==> src/rtl/shift_deserializer.sv <==
// shift_deserializer: LSB-first deserializer of a shift register's serial output
//   clk        rising-edge clock
//   areset_n   asynchronous active-low reset, clears all state
//   load       frame boundary; restarts word assembly (priority over ena)
//   ena        shift enable; sdata is sampled on each enabled edge
//   sdata      serial bit being shifted out this cycle
//   out_ready  consumer accepts out_data while out_valid=1
//   clr_ovf    synchronous clear of the sticky overflow flag
//   out_data   completed word, bit 0 = first bit received
//   out_valid  out_data holds an unconsumed word
//   overflow   sticky: a completed word was dropped
//   frag       one-cycle pulse: partial word discarded by load
//   bit_cnt    bits collected in the current partial word
module shift_deserializer #(
    parameter int WIDTH = 8,
    parameter int CNT_W = $clog2(WIDTH)
) (
    input  logic             clk,
    input  logic             areset_n,
    input  logic             load,
    input  logic             ena,
    input  logic             sdata,
    input  logic             out_ready,
    input  logic             clr_ovf,
    output logic [WIDTH-1:0] out_data,
    output logic             out_valid,
    output logic             overflow,
    output logic             frag,
    output logic [CNT_W-1:0] bit_cnt
);
    logic [WIDTH-1:0] asm_q, asm_d, data_q, data_d, shifted;
    logic [CNT_W-1:0] cnt_q, cnt_d;
    logic             valid_q, valid_d, ovf_q, ovf_d, frag_q, frag_d;
    logic             done, drain, accept, drop;

    always_comb begin
        shifted = {sdata, asm_q[WIDTH-1:1]};
        done    = !load && ena && cnt_q == CNT_W'(WIDTH - 1);
        drain   = valid_q && out_ready;
        // a completing word is taken if the slot is empty or frees on this edge
        accept  = done && (!valid_q || drain);
        drop    = done && valid_q && !out_ready;
        asm_d   = load ? '0 : ena ? (done ? '0 : shifted) : asm_q;
        cnt_d   = load ? '0 : ena ? (done ? '0 : cnt_q + 1'b1) : cnt_q;
        frag_d  = load && cnt_q != '0;
        data_d  = accept ? shifted : data_q;
        valid_d = accept ? 1'b1 : drain ? 1'b0 : valid_q;
        // a new drop wins over a simultaneous clear
        ovf_d   = drop ? 1'b1 : clr_ovf ? 1'b0 : ovf_q;
    end

    always_ff @(posedge clk or negedge areset_n) begin
        if (!areset_n) begin
            asm_q   <= '0;
            cnt_q   <= '0;
            data_q  <= '0;
            valid_q <= 1'b0;
            ovf_q   <= 1'b0;
            frag_q  <= 1'b0;
        end else begin
            asm_q   <= asm_d;
            cnt_q   <= cnt_d;
            data_q  <= data_d;
            valid_q <= valid_d;
            ovf_q   <= ovf_d;
            frag_q  <= frag_d;
        end
    end

    assign out_data  = data_q;
    assign out_valid = valid_q;
    assign overflow  = ovf_q;
    assign frag      = frag_q;
    assign bit_cnt   = cnt_q;
endmodule

==> config.mk <==
export PLATFORM = sky130hd
export DESIGN_NAME = shift_deserializer
export DESIGN_NICKNAME = d
export VERILOG_FILES = /design/src/rtl/shift_deserializer.sv
export SDC_FILE = /design/constraint.sdc
export NUM_CORES = 1
export LEC_CHECK = 0
export BUFFER_PORTS_ARGS = -buffer_cell sky130_fd_sc_hd__clkbuf_2
export CORE_UTILIZATION = 51
export DETAILED_ROUTE_END_ITERATION = 12
export GPL_ROUTABILITY_DRIVEN = 0
export GPL_TIMING_DRIVEN = 0
export PLACE_DENSITY = 0.82
export REMOVE_ABC_BUFFERS = 1
export SLEW_MARGIN = 20
export SYNTH_ARGS = -nofsm -noshare
export SYNTH_HDL_FRONTEND = slang
export SYNTH_SLANG_ARGS = --single-unit
==> constraint.sdc <==
create_clock -name clk -period 2.2 [get_ports clk]
set_clock_uncertainty 0.05 [all_clocks]
set_input_delay 0.44 -clock clk [delete_from_list [all_inputs] [get_ports clk]]
set_output_delay 0.44 -clock clk [all_outputs]
set_load 0.02 [all_outputs]
==> qor.yml <==
status: "complete, no violations"
drt_iter0_drc: 15
crit_type: "reg2reg"
slew_headroom_pct: 64.95
tritoncts: "built"
power_leakage_nw: 0.5471
grt_pass1_wl_um: 2670
num_vias: 615
min_path_type: "in2async"
ir_drop_uv: 316.8
path_buf_inv: 0
fin_util_pct: 62.90
reg2reg_slack_ns: 0.23
syn2layout_area_growth_pct: 14.51
root_buffer: "clkbuf_4"
power_density_nw_per_um2: 586.5
synth_warnings: 0
fp.dieH_um: 45.13
fmax_ghz: 0.5080
cp_data_arrival_time_ns: 2.12
dieArea_um2: 2036
synthCells: 75
rows: 15
postCtsSetupRepairBufs: 0
setup_tns_ns: 0
globalRouteOverflowTotal: 0
cts_resized: 0
fin_crit_sh_pct: 89.47
cts_inserted_buffers: 3
nets: 106
grt_pass1_vias: 581
clock_latency_ns: 0.31
critical_path.cell_chain: "ha_1 > ha_1 > nand3b_2 > nor2b_4 > mux2_4"
post-dp-hpwl_um: 1187
wl_per_cell_um: 14.79
ctsLongestPathBuffers: 2
grt_setup_unrepaired: "false"
routed_wirelength_um: 1775
grt_util_all_layers_pct: 18.90
cp-start-kind: "flip-flop"
cts.sink_count: 21
drc: 0
cp_max_fo: 10
clk_pin_slew_ns: 0.12
antenna_cells: 0
finalHoldViolations: 0
antenna_found_initial: 0
grt_max_degree: 22
worstPathRequired_ns: 2.35
fin_crit_ns: 1.968
synth.yosys.seq_area_share_pct: 55.41
die-width_um: 45.13
drive_gt1_share_pct: 34.74
cts_hold_buf: 0
cpPeakStageDelay_ns: 0.43
core_um2: 1727
maxCapViolations: 0
cp_top_family: "simple AND/OR/NAND/NOR gates"
synth_seq_cells: 21
io-pin-count: 21
maxSlewViolCount: 0
synth.avg_cell_area_um2: 12.65
cp_slowest_cell: "dfrtp_1"
worst_pin_slew_ns: 0.5258
start_util_pct: 54.93
end_kind: "flip-flop"
cp_common_cell: "ha_1"
drt-pass1-iter-count: 4
yosysUniqueCellTypes: 17
routed_via_density: 5.125
htree_levels: 1
io_buffers: 20
ant_nets: 0
setup_viol: 0
synthesis.area_um2: 948.4
-- layout make-up --
cell class | count | area, um2
fillers | 151 | 640.6
flip-flops and latches | 21 | 525.5
multi-input cells | 46 | 387.9
repair buffers | 20 | 100.1
well taps | 25 | 31.28
clock buffers | 4 | 26.28
inverters | 4 | 15.01
-- cells in the mapped netlist --
cell type	count	share of area, %
o22ai_1	1	0.66
buf_2	2	1.1
nand2_1	1	0.40
nand2b_1	9	5.9
dfrtp_1	21	55
nor2b_2	1	0.92
inv_1	4	1.6
ha_1	3	4.0
a21oi_1	8	4.2
nand3b_2	1	1.2
mux2_4	8	13
mux2i_1	2	2.1
clkbuf_1	1	0.40
nor2_1	3	1.2
a21boi_0	1	0.79
nand3b_1	8	6.3
buf_6	1	1.2
-- kinds of logic (layout without fill, tap and decap cells) --
kind of cell | after synthesis | in the layout | share of synthesized area, %
buffers and inverters | 8 | 28 | 4.221
multiplexers | 10 | 10 | 14.78
AND/OR/NAND/NOR | 23 | 23 | 15.96
adder cells (fa/ha/maj) | 3 | 3 | 3.958
AO/OA/AOI/OAI | 10 | 10 | 5.674
flip-flops | 21 | 21 | 55.41
-- cell usage in the layout, fill, tap and decap left out, drive strengths merged --
cell type / instances
a21boi: 1
o22ai: 1
nand3b: 9
a21oi: 8
nor2b: 1
dfrtp: 21
mux2i: 2
clkbuf: 24
nand2: 1
nand2b: 9
ha: 3
inv: 4
mux2: 8
nor2: 3
-- path summary, 6_finish.rpt --
path                                         start                 endpoint  depth (start not counted)
max                         bit_cnt[0]$_DFFE_PN0P_  out_data[7]$_DFFE_PN0P_                          5
min in group clk                           clr_ovf     overflow$_DFFE_PN0P_                          2
max reg2reg                 bit_cnt[0]$_DFFE_PN0P_  out_data[7]$_DFFE_PN0P_                          5
min reg2reg                out_data[5]$_DFFE_PN0P_  out_data[5]$_DFFE_PN0P_                          1
max in group asynchronous                 areset_n   bit_cnt[0]$_DFFE_PN0P_                          1
min                                       areset_n  out_data[3]$_DFFE_PN0P_                          1
-- power by group --
group / leakage, nW / total [mW] / switching [mW] / internal, mW
registers: 0.290 / 0.399 / 0.00595 / 0.393
logic: 0.242 / 0.0502 / 0.0319 / 0.0183
clock network: 0.0150 / 0.188 / 0.117 / 0.0709
-- worst register-to-register path: stages (launching register included) --
cell and delay (ns):
dfrtp_1 0.43, ha_1 0.17, ha_1 0.34, nand3b_2 0.17
nor2b_4 0.36, mux2_4 0.34
-- layer usage --
metal,routed length (um),up-vias,part of all wire (%),track usage (%)
met3,49,4,2.8,3.600
met4,30,0,1.7,9.091
met2,895,17,50,31.30
met1,799,303,45,23.59
met5,0,-,0,0
li1,-,291,-,-
-- metrics by stage --
step                power (mW)  instance area [um2]  std cells  hold slack [ns]  setup slack, ns
floorplan               0.4272                923.4         71          0.09441           0.2555
global placement        0.4533                 1055        116           0.3813           0.1384
detailed placement      0.4574                 1055        116           0.3833          0.09356
CTS                     0.6403                 1081        120          0.04794          0.08480
global route            0.6608                 1086        120          0.05570           0.1325
finish                  0.6370                 1086        120          0.02743           0.2316
-- state kept, by name, summed over array words and instances, names as in the netlist --
signal,flops
asm_q,7
bit_cnt,3
frag,1
out_data,8
out_valid,1
overflow,1
Power figures use the tool's default switching activity.
